===== config.mk =====
export PLATFORM = sky130hd
export DESIGN_NAME = o_user_encoder_gen
export DESIGN_NICKNAME = d
export VERILOG_FILES = /design/src/rtl/o_user_encoder_gen.sv
export SDC_FILE = /design/constraint.sdc
export NUM_CORES = 1
export LEC_CHECK = 0
export ABC_AREA = 1
export ABC_CLOCK_PERIOD_IN_PS = 5800
export CAP_MARGIN = 30
export CORE_MARGIN = 2
export CORE_UTILIZATION = 40
export CTS_CLUSTER_DIAMETER = 100
export DETAILED_ROUTE_END_ITERATION = 6
export HOLD_SLACK_MARGIN = 0.02
export PLACE_DENSITY = 0.59
export SETUP_SLACK_MARGIN = 0.3
export SKIP_LAST_GASP = 1
export SLEW_MARGIN = 20
export SYNTH_ARGS = -nofsm -noshare
export SYNTH_HDL_FRONTEND = slang
export SYNTH_SLANG_ARGS = --single-unit

===== constraint.sdc =====
create_clock -name I_CLK_100MHZ -period 5.8 [get_ports I_CLK_100MHZ]
set_clock_uncertainty 0.1 [all_clocks]
set_input_delay 1.16 -clock I_CLK_100MHZ [delete_from_list [all_inputs] [get_ports I_CLK_100MHZ]]
set_output_delay 1.16 -clock I_CLK_100MHZ [all_outputs]
set_load 0.02 [all_outputs]

===== src/rtl/o_user_encoder_gen.sv =====
// rtl/o_user_encoder_gen.sv - quadrature A/B/Z encoder emulator driven by step commands
// Optional macro ENC_ERR_INJ_EN adds I_INJ_ERR for illegal double-transition injection.
module o_user_encoder_gen #(
  parameter int CNT_W    = 32,
  parameter int DIV_W    = 16,
  parameter int PPR_QUAD = 4096
) (
  input  logic             I_CLK_100MHZ,
  input  logic             I_RST,
  input  logic             I_START,
  input  logic             I_DIR,
  input  logic [CNT_W-1:0] I_STEPS,
  input  logic [DIV_W-1:0] I_PERIOD,
  input  logic             I_STOP,
`ifdef ENC_ERR_INJ_EN
  input  logic             I_INJ_ERR,
`endif
  output logic             O_ENC_A,
  output logic             O_ENC_B,
  output logic             O_ENC_Z,
  output logic             O_BUSY,
  output logic             O_DONE,
  output logic [CNT_W-1:0] O_POS
);

  localparam int IDX_W = (PPR_QUAD > 1) ? $clog2(PPR_QUAD) : 1;
  localparam logic [IDX_W-1:0] IDX_MAX = IDX_W'(PPR_QUAD - 1);

  typedef enum logic [1:0] {IDLE, LOAD, RUN, DONE} state_t;

  state_t           state;
  logic [1:0]       phase;
  logic [IDX_W-1:0] r_idx;
  logic [DIV_W-1:0] timer;
  logic [DIV_W-1:0] period;
  logic [CNT_W-1:0] remaining;
  logic             dir;
  logic             err_flag;

  logic             expire;
  logic             err_use;
  logic [1:0]       ph_nxt;
  logic [IDX_W-1:0] idx_nxt;
  logic [CNT_W-1:0] pos_nxt;

  // Next-edge values; an injected error jumps two phases and freezes position/index.
  always_comb begin
    expire  = (state == RUN) && (timer == period - DIV_W'(1));
`ifdef ENC_ERR_INJ_EN
    err_use = err_flag | I_INJ_ERR;
`else
    err_use = 1'b0;
`endif
    ph_nxt  = dir ? (phase - 2'd1) : (phase + 2'd1);
    pos_nxt = dir ? (O_POS - CNT_W'(1)) : (O_POS + CNT_W'(1));
    if (dir) begin
      idx_nxt = (r_idx == '0) ? IDX_MAX : (r_idx - IDX_W'(1));
    end else begin
      idx_nxt = (r_idx == IDX_MAX) ? '0 : (r_idx + IDX_W'(1));
    end
    if (err_use) begin
      ph_nxt  = phase + 2'd2;
      pos_nxt = O_POS;
      idx_nxt = r_idx;
    end
  end

  always_ff @(posedge I_CLK_100MHZ or posedge I_RST) begin
    if (I_RST) begin
      state     <= IDLE;
      phase     <= 2'd0;
      r_idx     <= '0;
      timer     <= '0;
      period    <= DIV_W'(1);
      remaining <= '0;
      dir       <= 1'b0;
      err_flag  <= 1'b0;
      O_ENC_A   <= 1'b0;
      O_ENC_B   <= 1'b0;
      O_ENC_Z   <= 1'b1;
      O_BUSY    <= 1'b0;
      O_DONE    <= 1'b0;
      O_POS     <= '0;
    end else begin
      case (state)
        IDLE: begin
          O_DONE   <= 1'b0;
          err_flag <= 1'b0;
          if (I_START) begin
            dir       <= I_DIR;
            remaining <= I_STEPS;
            period    <= (I_PERIOD == '0) ? DIV_W'(1) : I_PERIOD;
            state     <= LOAD;
            O_BUSY    <= 1'b1;
          end
        end
        LOAD: begin
          timer <= '0;
          if (remaining == '0 || I_STOP) begin
            state  <= DONE;
            O_DONE <= 1'b1;
          end else begin
            state <= RUN;
          end
        end
        RUN: begin
`ifdef ENC_ERR_INJ_EN
          if (I_INJ_ERR) err_flag <= 1'b1;
`endif
          if (expire) begin
            timer     <= '0;
            phase     <= ph_nxt;
            O_ENC_A   <= ph_nxt[1] ^ ph_nxt[0];
            O_ENC_B   <= ph_nxt[1];
            r_idx     <= idx_nxt;
            O_ENC_Z   <= (idx_nxt == '0);
            O_POS     <= pos_nxt;
            remaining <= remaining - CNT_W'(1);
            if (err_use) err_flag <= 1'b0;
            // The edge due this cycle is emitted even when a stop arrives with it.
            if (remaining == CNT_W'(1) || I_STOP) begin
              state  <= DONE;
              O_DONE <= 1'b1;
            end
          end else begin
            timer <= timer + DIV_W'(1);
            if (I_STOP) begin
              state  <= DONE;
              O_DONE <= 1'b1;
            end
          end
        end
        DONE: begin
          O_DONE <= 1'b0;
          O_BUSY <= 1'b0;
          state  <= IDLE;
        end
        default: state <= IDLE;
      endcase
    end
  end

endmodule


# Yosys cells after proc, flatten, opt, wreduce, memory -nomap -nowiden
# Cells that the tools add are included.
dict set report classes {
  addsub 9
  n_mul 0
  div_mod_pow 0
  order_cmp 0
  eq_ne 11
  shifts 0
  muxes 24
  n_bitwise 1
  reduce_logical 18
}
# cell count
set ops {}
lappend ops {{two-way mux 32 bit} 3}
lappend ops {{one-hot mux 32 bit (2 select lines)} 1}
lappend ops {{subtractor 32 x 1 -> 32 bit, second input constant} 2}
lappend ops {{two-way mux 12 bit} 3}
lappend ops {{adder 32 x 1 -> 32 bit, second input constant} 1}
lappend ops {{equality test 32 x 1 -> 1 bit, second input constant} 1}
lappend ops {{logical NOT 32 bit} 1}
lappend ops {{two-way mux 16 bit} 2}
lappend ops {{one-hot mux 16 bit (2 select lines)} 1}
lappend ops {{logical NOT 12 bit} 2}
lappend ops {{adder 16 x 1 -> 16 bit, second input constant} 1}
lappend ops {{equality test 16 bit} 1}
lappend ops {{logical NOT 16 bit} 1}
lappend ops {{subtractor 16 x 1 -> 16 bit, second input constant} 1}
lappend ops {{adder 12 x 1 -> 12 bit, second input constant} 1}
lappend ops {{equality test 12 bit, second input constant} 1}
lappend ops {{subtractor 12 x 1 -> 12 bit, second input constant} 1}
lappend ops {{two-way mux 2 bit} 5}
lappend ops {{AND reduction 3 bit} 3}
lappend ops {{one-hot mux 2 bit (4 select lines)} 1}
lappend ops {{two-way mux 1 bit} 6}
lappend ops {{inequality test 2 bit, second input constant} 3}
lappend ops {{AND reduction 2 bit} 3}
lappend ops {{nonzero test 2 bit} 3}
lappend ops {{other kinds (13)} 15}
dict set report totals {
  ff_bits 118
  latch_bits 0
  ramBits 0
  romBits 0
  inputBits 53
  n_memories 0
}

# Logic depth before layout (Yosys ltp)
# Gate-level depths: netlist of run 1.
dict set report depth {
  ltp_word 5
  ltp_mapped 16
  depth_no_buf 16
}

# Least setup slack after synthesis of run 1
# No wires, ideal clock.
dict set report synth_path {
  path_type {register -> register}
  startpoint {register dir}
  endpoint {register O_POS[30]}
  arrival_time_ns 2.988
  setup_slack_ns 2.592
  stages_incl_launch_ff 15
  n_path_buf 1
  synth_period_minus_slack_ns 3.208
  cell_sequence {dfrtp_1 > clkbuf_1 > clkinv_1 > fa_1 > o21ai_0 > nand2_1 > nand2_1 > nand3_1 > nand2_1 > nand3_1 > nand2_1 > xor2_1 > nand2_1 > o21ai_0 > inv_1}
}
dict set report synth_via {
  elab_chain_len 1
}
# item line_no
set synth_rtl {}
lappend synth_rtl {{start, declared} 37} ;# logic dir;
lappend synth_rtl {{start signal, assigned} 76} ;# dir <= 1'b0;
lappend synth_rtl {{start signal, assigned} 90} ;# dir <= I_DIR;
lappend synth_rtl {{two-way mux 32 bit} 55} ;# pos_nxt = dir ? (O_POS - CNT_W'(1)) : (O_POS + CNT_W'(1));
lappend synth_rtl {{end signal, assigned} 117} ;# O_POS <= pos_nxt;
lappend synth_rtl {{end, declared} 23} ;# output logic [CNT_W-1:0] O_POS
# No other way between the ends.
# A chain may end at the register's enable or synchronous reset.

# Final worst setup path of run 1
dict set report layout_path {
  startpoint {register state[0]}
  endpoint {register remaining[22]}
}
dict set report layout_via {
  elab_chain_len 4
}
# item line_no
set layout_rtl {}
lappend layout_rtl {{start, declared} 31} ;# state_t state;
lappend layout_rtl {{start signal, assigned} 70} ;# state <= IDLE;
lappend layout_rtl {{start signal, assigned} 93} ;# state <= LOAD;
lappend layout_rtl {{start signal, assigned} 100} ;# state <= DONE;
lappend layout_rtl {{equality test 2 bit} {48, 85}}
lappend layout_rtl {{logical AND 1 bit} 48} ;# expire = (state == RUN) && (timer == period - DIV_W'(1));
lappend layout_rtl {{inequality test 2 bit (no line)} n/a}
lappend layout_rtl {{AND reduction 3 bit (no line)} n/a}
lappend layout_rtl {{end signal, assigned} 118} ;# remaining <= remaining - CNT_W'(1);
lappend layout_rtl {{end, declared} 36} ;# logic [CNT_W-1:0] remaining;
# Parallel ways exist; a longest one is shown, timed or not.

==> results.md, run 1 <==
* Status: finished, final reports clean
* Number of unique standard cell types used by synthesis at 46
* Slew at the pin closest to its max-slew limit at 0.9722 ns
* Number of post-CTS setup repair buffers at 0
* Minimum period implied by the final worst setup slack at 3.806 ns
* Wire per inst at 14.10 um
* IO Port Bufs at 89
* Synthesis warning total at 0
* Signed area change from the synthesized netlist to the final layout at 18.64%
* 1st-pass router iterations at 5
* Largest stage delay, worst path at 0.58 ns
* Share of the synthesized netlist area taken by xor and xnor gates at 0.06706
* Worst path depth at 12
* Slowest-stage cell, CP: sky130_fd_sc_hd__o21ai_4
* Sinks on Clock Net at 117
* Worst skew pair latency at 0.43 ns
* Global placement routability congestion at 0.8899
* Vias in the first global route at 8,922
* Syn Std Cell Area at 9404 um2
* Final Cell Area at 11,160 um2
* Maximum resistive drop on vdd at 310.8 uV
* Vias after detailed routing at 9,297
* Floorplan Core Area at 23,260 um2
* Die X-Extent at 157.3 um
* Cell at the root of the clock tree: sky130_fd_sc_hd__clkbuf_16
* Category of the most critical setup path: reg -> reg
* Leakage power summed over all cells at 5.544 nW
* Post-route clock period utilization at 0.6563
* Final wirelength at 25,920 um
* Critical Path Source Type: register
* Kind of capture point of the worst setup path: register
* Dpl hpwl at 19,250 um
* Area enclosed by the die boundary at 24,750 um2
* Post-synthesis compound-gate area fraction at 0.1241
* Mux contribution to synthesized area at 0
* Class of the tightest hold or removal check: reg -> reg
* Maximum number of pins on one net before global-route repair at 63
* Number of DRC markers after the initial detailed-route iteration at 669
* Fin. max-slew vios at 0
* PD cells at 429.8 nW/um2
* Number of levels in the clock H-tree at 4
* Mean instance size in the synthesized netlist at 6.562 um2
* Headroom to the max-slew limit at 0.3494
* Hold bufs inserted after CTS at 0
* Global-route usage over all layers at 0.2175
* Quantity of gates resized following cts at 0
* Vias/cell at 5.058
* Worst Path Buf+Inv at 3
* Synth Net Count at 1,528
* Portion of synthesized cell area occupied by the leading cell type at 0.3060
* Commonest cells in the netlist: sky130_fd_sc_hd__nand2_1, sky130_fd_sc_hd__nor2_1, sky130_fd_sc_hd__inv_1
* Synthesized-area fraction occupied by and/or/nand/nor cells at 0.3507
* Number of cells produced by synthesis at 1,433
* Clock-pin slew on the worst setup and hold paths at 0.06 ns
* Starting Density at 0.4043
* Cell accounting for the most synthesized area: sky130_fd_sc_hd__dfrtp_1
* GRT overflow at 0
* Flip-flop cell with the highest count after synthesis: sky130_fd_sc_hd__dfrtp_1
* Final setup TNS at 0 ns
* Number of antenna violations at the first check in global routing at 0
* Pre-CTS worst setup slack at 1.969 ns
* Placed cell area at 10,530 um2
* Endpoints failing hold at 0
* Number of buffers inserted during clock tree synthesis at 17
* Sequential area share after synthesis at 0.3116
* Number of nets at the end of the flow at 1,601
* Number of storage elements in the synthesis netlist at 117
* Global-route wire length before repair at 43,150 um
* Top-level I/O count at 90
* Number of cells traversed by the worst register-to-register path at 12
* Adder-cell share of the synthesized area at 0.05668
* Arrival time of data at the critical path endpoint at 4.02 ns
* Final setup violating endpoints at 0
* Leading cell types by total area after synthesis: sky130_fd_sc_hd__dfrtp_1, sky130_fd_sc_hd__nand2_1, sky130_fd_sc_hd__nor2_1, sky130_fd_sc_hd__inv_1, sky130_fd_sc_hd__nand3_1
* Achievable frequency at 262.7 MHz
* Ant. Diodes at 0
* Main combinational cell family by area after synthesis: simple AND/OR/NAND/NOR gates
* Most common cell in the synthesized netlist: sky130_fd_sc_hd__nand2_1
* Cell depth of the worst min-delay path at 2
* Clk buf depth at 2
* Residual DRC count at 0
* Number of nets still failing antenna checks after routing at 0
* PnR worst setup slack at 1.994 ns
* Crit-path cells: inv_1 -> ha_1 -> buf_4 -> inv_1 -> nor4_1 -> nand3_1 -> nor3_2 -> nand3_2 -> o21ai_4 -> nand2_4 -> nand2_1 -> nand2_1
* Post-synth ARST share at 1.000
* Critical Path Fanout Max at 33
* Count of flip-flops with a built-in enable after synthesis at 0
* Die Span Y at 157.3 um
* Worst path top cell family by delay: simple AND/OR/NAND/NOR gates
* Number of max-cap violations at 0
* CP required at 6.02 ns
* Fraction of layout instances using a drive strength above 1 at 0.04740
* TritonCTS clock tree: built
* Standard-cell row count at 56
* Setup repair after global routing missed its margin: false
[worst min-delay path: stages (launching register included)]
cell,delay (ns)
sky130_fd_sc_hd__dfrtp_1,0.34
sky130_fd_sc_hd__nand2_1,0.06
sky130_fd_sc_hd__nand2_1,0.05
[cells by family (layout without fill, tap and decap cells)]
kind of cell	Yosys count	in the layout
DFF	117	117
and+or+nand+nor	779	779
AOI/OAI and AO/OA	213	213
adders and majority gates	42	42
xor gates and xnor gates	72	72
buffers and inverters	210	296
[per-stage QoR]
| stage | std cells | utilization | hold WS [ns] | power [mW] |
|---|---|---|---|---|
| finish | 1838 | 0.4796 | 0.3823 | 4.796 |
| global route | 1838 | 0.4796 | 0.4092 | 5.244 |
| CTS | 1838 | 0.4796 | 0.3748 | 4.819 |
| detailed placement | 1806 | 0.4526 | 0.3608 | 3.664 |
| global placement | 1806 | 0.4526 | 0.3572 | 3.639 |
| floorplan | 1433 | - | 0.3419 | 3.077 |
[metal layers]
layer / vias to the layer above / wire [um] / track usage
li1: 4794 / - / -
met1: 4237 / 12320 / 0.2810
met2: 215 / 11940 / 0.3708
met3: 51 / 1094 / 0.03442
met4: 0 / 573 / 0.07143
met5: - / 0 / 0
[layout by cell type, fill, tap and decap left out, types with 4 or more instances in the layout]
cell,n
sky130_fd_sc_hd__nand3_1,117
sky130_fd_sc_hd__inv_1,163
sky130_fd_sc_hd__clkbuf_16,17
sky130_fd_sc_hd__buf_4,5
sky130_fd_sc_hd__inv_2,5
sky130_fd_sc_hd__a21oi_1,60
sky130_fd_sc_hd__or2_2,11
sky130_fd_sc_hd__nand2_1,413
sky130_fd_sc_hd__nor4_1,7
sky130_fd_sc_hd__ha_1,41
sky130_fd_sc_hd__dfrtp_1,115
sky130_fd_sc_hd__o21ai_0,110
sky130_fd_sc_hd__nor2_1,165
sky130_fd_sc_hd__o22ai_1,10
sky130_fd_sc_hd__clkbuf_8,4
sky130_fd_sc_hd__clkdlybuf4s50_1,89
sky130_fd_sc_hd__nand3b_1,6
sky130_fd_sc_hd__a21o_1,6
sky130_fd_sc_hd__o21a_1,6
sky130_fd_sc_hd__xnor2_1,26
sky130_fd_sc_hd__nand4_1,27
sky130_fd_sc_hd__nor3_1,21
sky130_fd_sc_hd__xor2_1,46
[power by group]
part           switching [mW]  leakage, nW  internal, mW
combinational            1.55         3.69         0.809
clock                   0.412        0.301         0.722
sequential              0.267         1.55          1.03
total                    2.23         5.54          2.56
[registers in the layout, indices dropped and copies added (netlist names)]
| name | count |
|---|---|
| O_BUSY | 1 |
| O_ENC_B | 1 |
| remaining | 32 |
| O_DONE | 1 |
| O_POS | 32 |
| timer | 16 |
| period | 16 |
| state | 2 |
| O_ENC_Z | 1 |
| dir | 1 |
| phase | 1 |
| r_idx | 12 |
| O_ENC_A | 1 |
[cell type report]
type                    instances  area [um2]
clock inverters                11       148.9
flip-flops and latches        117        2930
multi-input cells            1106        5629
clock buffers                  21       480.5
fillers                      2458       12110
well taps                     319       399.1
inverters                     170       640.6
repair buffers                 94       928.4
[final timing paths]
check / start / to / slack, ns
setup / recovery: state[0] / remaining[22] / 1.99
setup reg to reg: state[0] / remaining[22] / 1.99
hold / removal: remaining[1] / remaining[1] / 0.38
min in group asynchronous: I_RST / O_ENC_A / 1.17
hold reg to reg: remaining[1] / remaining[1] / 0.38
max in group asynchronous: I_RST / O_POS[23] / 3.46
Note: power is estimated with default switching activity, not from simulation.
==> inputs of run 2 (changes only) <==
- ABC_CLOCK_PERIOD_IN_PS: 5800 -> 3200
- PLACE_DENSITY: 0.59 -> 0.61
- clock period: 5.8 -> 3.2 ns (I/O delays scaled with it)
==> run 2 against run 1 <==
Clock power increased by 87%. Critical path type unchanged. Non-clock buffer count increased by 13. Core utilization increased by 0.98 points. Final area increased by 2.1%. Worst hold slack got worse by 0.014 ns.
==> results.md, run 2 (synthesis gave the netlist of run 1 again) <==
* Number of nets at the end of the flow at 1,615 (was 1,601)
* Achievable frequency at 377.1 MHz (was 262.7 MHz)
* Regs by FF count: O_POS x32, remaining x32 (unchanged)
* Beginning of the worst register-to-register path: period[0] (was state[0])
* Share of total power in the clock network at 0.237 (was 0.236)
* Top-level I/O count at 90 (unchanged)
* Hold bufs inserted after CTS at 0 (unchanged)
* PnR worst setup slack at 0.5483 ns (was 1.994 ns)
* Critical Path Fanout Max at 16 (was 33)
* Number of DRC markers after the initial detailed-route iteration at 630 (was 669)
* Final wirelength at 25,470 um (was 25,920 um)
* Die X-Extent at 157.3 um (unchanged)
* Kind of capture point of the worst setup path: register (unchanged)
* Most used cells in the layout excluding fill and tap cells: sky130_fd_sc_hd__nand2_1, sky130_fd_sc_hd__inv_1, sky130_fd_sc_hd__nor2_1 (was sky130_fd_sc_hd__nand2_1, sky130_fd_sc_hd__nor2_1, sky130_fd_sc_hd__inv_1)
* Routed met2 length at 12,140 um (was 11,940 um)
* Number of max-cap violations at 0 (unchanged)
* Library cell appearing most often on the critical path: sky130_fd_sc_hd__nand2_1
* Arrival time of data at the critical path endpoint at 2.86 ns (was 4.02 ns)
* Minimum period implied by the final worst setup slack at 2.652 ns (was 3.806 ns)
* Switching component of the power at 4.151 mW (was 2.233 mW)
* Maximum number of pins on one net before global-route repair at 56 (was 63)
* Sequential share of power at 0.266 (was 0.271)
* WL met3 at 857 um (was 1094 um)
* CP required at 3.41 ns (was 6.02 ns)
* Vias/cell at 5.030 (was 5.058)
* Slowest-stage cell, CP: sky130_fd_sc_hd__dfstp_2 (was sky130_fd_sc_hd__o21ai_4)
* Most common cell after layout, fill and taps aside: sky130_fd_sc_hd__nand2_1 (unchanged)
* Global placement routability congestion at 0.9279 (was 0.8899)
* IO Port Bufs at 89 (unchanged)
* PD cells at 784.1 nW/um2 (was 429.8 nW/um2)
* Floorplan Core Area at 23,260 um2 (unchanged)
* Highest metal layer with signal wires: met4 (unchanged)
* Area enclosed by the die boundary at 24,750 um2 (unchanged)
* Number of cells traversed by the worst register-to-register path at 11 (was 12)
* Maximum resistive drop on vdd at 405.7 uV (was 310.8 uV)
* Global-route usage over all layers at 0.2160 (was 0.2175)
* Class of the tightest hold or removal check: reg -> reg (unchanged)
* Leakage power summed over all cells at 5.629 nW (was 5.544 nW)
* Signed area change from the synthesized netlist to the final layout at 21.07% (was 18.64%)
* Crit Reg-Reg Endpoint: remaining[23] (was remaining[22])
* Sinks on Clock Net at 117 (unchanged)
* Final setup TNS at 0 ns (unchanged)
* Largest stage delay, worst path at 0.55 ns (was 0.58 ns)
* Category of the most critical setup path: reg -> reg (unchanged)
* Fin. max-slew vios at 0 (unchanged)
* Internal portion of total power at 4.776 mW (was 2.563 mW)
* Standard-cell row count at 56 (unchanged)
* Startpoint of the tightest hold check path: O_ENC_Z (was remaining[1])
* GRT overflow at 0 (unchanged)
* Worst Path Buf+Inv at 1 (was 3)
* TritonCTS clock tree: built (unchanged)
* Clk buf depth at 2 (unchanged)
* Global-route wire length before repair at 43,190 um (was 43,150 um)
* Number of buffers inserted during clock tree synthesis at 17 (unchanged)
* Headroom to the max-slew limit at 0.3485 (was 0.3494)
* Status: finished, final reports clean (unchanged)
* Starting Density at 0.4043 (unchanged)
* Die Span Y at 157.3 um (unchanged)
* Vias in the first global route at 8,871 (was 8,922)
* Crit-path cells: inv_2 -> ha_1 -> xnor2_1 -> xor2_1 -> nand3_1 -> nor3_2 -> nand3_4 -> o21ai_4 -> nand2_4 -> nand2_1 -> nand2_1 (was inv_1 -> ha_1 -> buf_4 -> inv_1 -> nor4_1 -> nand3_1 -> nor3_2 -> nand3_2 -> o21ai_4 -> nand2_4 -> nand2_1 -> nand2_1)
* Part of the power in combinational logic at 0.498 (was 0.493)
* Cell depth of the worst min-delay path at 2 (unchanged)
* Number of nets still failing antenna checks after routing at 0 (unchanged)
* Post-route clock period utilization at 0.8287 (was 0.6563)
* Pre-CTS worst setup slack at 0.2748 ns (was 1.969 ns)
* 1st-pass router iterations at 5 (unchanged)
* Setup repair after global routing missed its margin: false (unchanged)
* Worst min-delay path endpoint: O_ENC_Z (was remaining[1])
* Worst skew pair latency at 0.43 ns (about the same)
* Endpoints failing hold at 0 (unchanged)
* Ant. Diodes at 0 (unchanged)
* Residual DRC count at 0 (unchanged)
* R2r setup slk at 0.55 ns (was 1.99 ns)
* Number of levels in the clock H-tree at 4 (unchanged)
* Start point of the critical path: period[0] (was state[0])
* Vias after detailed routing at 9,315 (was 9,297)
* Slew at the pin closest to its max-slew limit at 0.9698 ns (was 0.9722 ns)
* Clock-pin slew on the worst setup and hold paths at 0.06 ns (about the same)
* Cell at the root of the clock tree: sky130_fd_sc_hd__clkbuf_16 (unchanged)
* Net switching share of the total power at 0.4650 (was 0.4656)
* Wire per inst at 13.75 um (was 14.10 um)
* Detailed-route wire length on metal 1 at 12,000 um (was 12,320 um)
* Critical Path Source Type: register (unchanged)
* Worst path top cell family by delay: simple AND/OR/NAND/NOR gates (unchanged)
* Number of antenna violations at the first check in global routing at 0 (unchanged)
* Dpl hpwl at 19,240 um (was 19,250 um)
* Final setup violating endpoints at 0 (unchanged)
* Fraction of layout instances using a drive strength above 1 at 0.06067 (was 0.04740)
## run 2: final cells by class
type / instances / area (um2)
repair buffers: 107 / 1084
multi-input cells: 1107 / 5688
fillers: 2417 / 11880
clock buffers: 18 / 439.2
well taps: 319 / 399.1
clock inverters: 14 / 200.2
flip-flops and latches: 117 / 2932
inverters: 170 / 644.4
## run 2: routing by layer
| metal | track usage | vias to the layer above |
|---|---|---|
| li1 | - | 4830 |
| met1 | 0.2829 | 4261 |
| met2 | 0.3658 | 184 |
| met3 | 0.03139 | 40 |
| met4 | 0.07143 | 0 |
| met5 | 0 | - |
## run 2: per-stage QoR
| step | instances | hold slack (ns) | cell area, um2 | utilization | power, mW |
|---|---|---|---|---|---|
| floorplan | 1433 | 0.3419 | 9409 | - | 5.580 |
| global placement | 1818 | 0.3573 | 10670 | 0.4587 | 6.654 |
| detailed placement | 1818 | 0.3624 | 10670 | 0.4587 | 6.705 |
| CTS | 1850 | 0.3734 | 11320 | 0.4866 | 8.867 |
| global route | 1852 | 0.3893 | 11390 | 0.4895 | 9.750 |
| finish | 1852 | 0.3680 | 11390 | 0.4895 | 8.927 |
## run 2: what timing repair did
item,4_1_cts,5_1_grt
buffers inserted,0,1
setup endpoints to repair,32,87
gates resized for setup,1,13
gates cloned,0,1
## run 2: how the worst max path moves through the flow
stage	endpoint	slack [ns]	depth (start not counted)
global route	O_POS[30]	0.32	13
floorplan	O_POS[30]	0.32	14
finish	remaining[23]	0.55	11
CTS	O_POS[22]	0.32	16
global placement	remaining[11]	0.36	13
detailed placement	remaining[4]	0.27	13
## run 2: power groups by stage
stage          sequential, mW  combinational (mW)  clock [mW]
5_1_grt                  2.44                5.09        2.22
4_1_cts                  2.37                4.35        2.15
6_report                 2.37                4.44        2.11
3_5_place_dp             2.38                4.32           0
2_1_floorplan            2.30                3.28           0
3_3_place_gp             2.38                4.27           0
## run 2: worst reg2reg max path, delay by kind of cell, from the launching register on
kind	cells	cell delay [ns]
fa+ha+maj	1	0.26
buf+inv	1	0.05
flops	1	0.55
simple gates	6	0.94
compound gates	1	0.19
xor+xnor	2	0.44
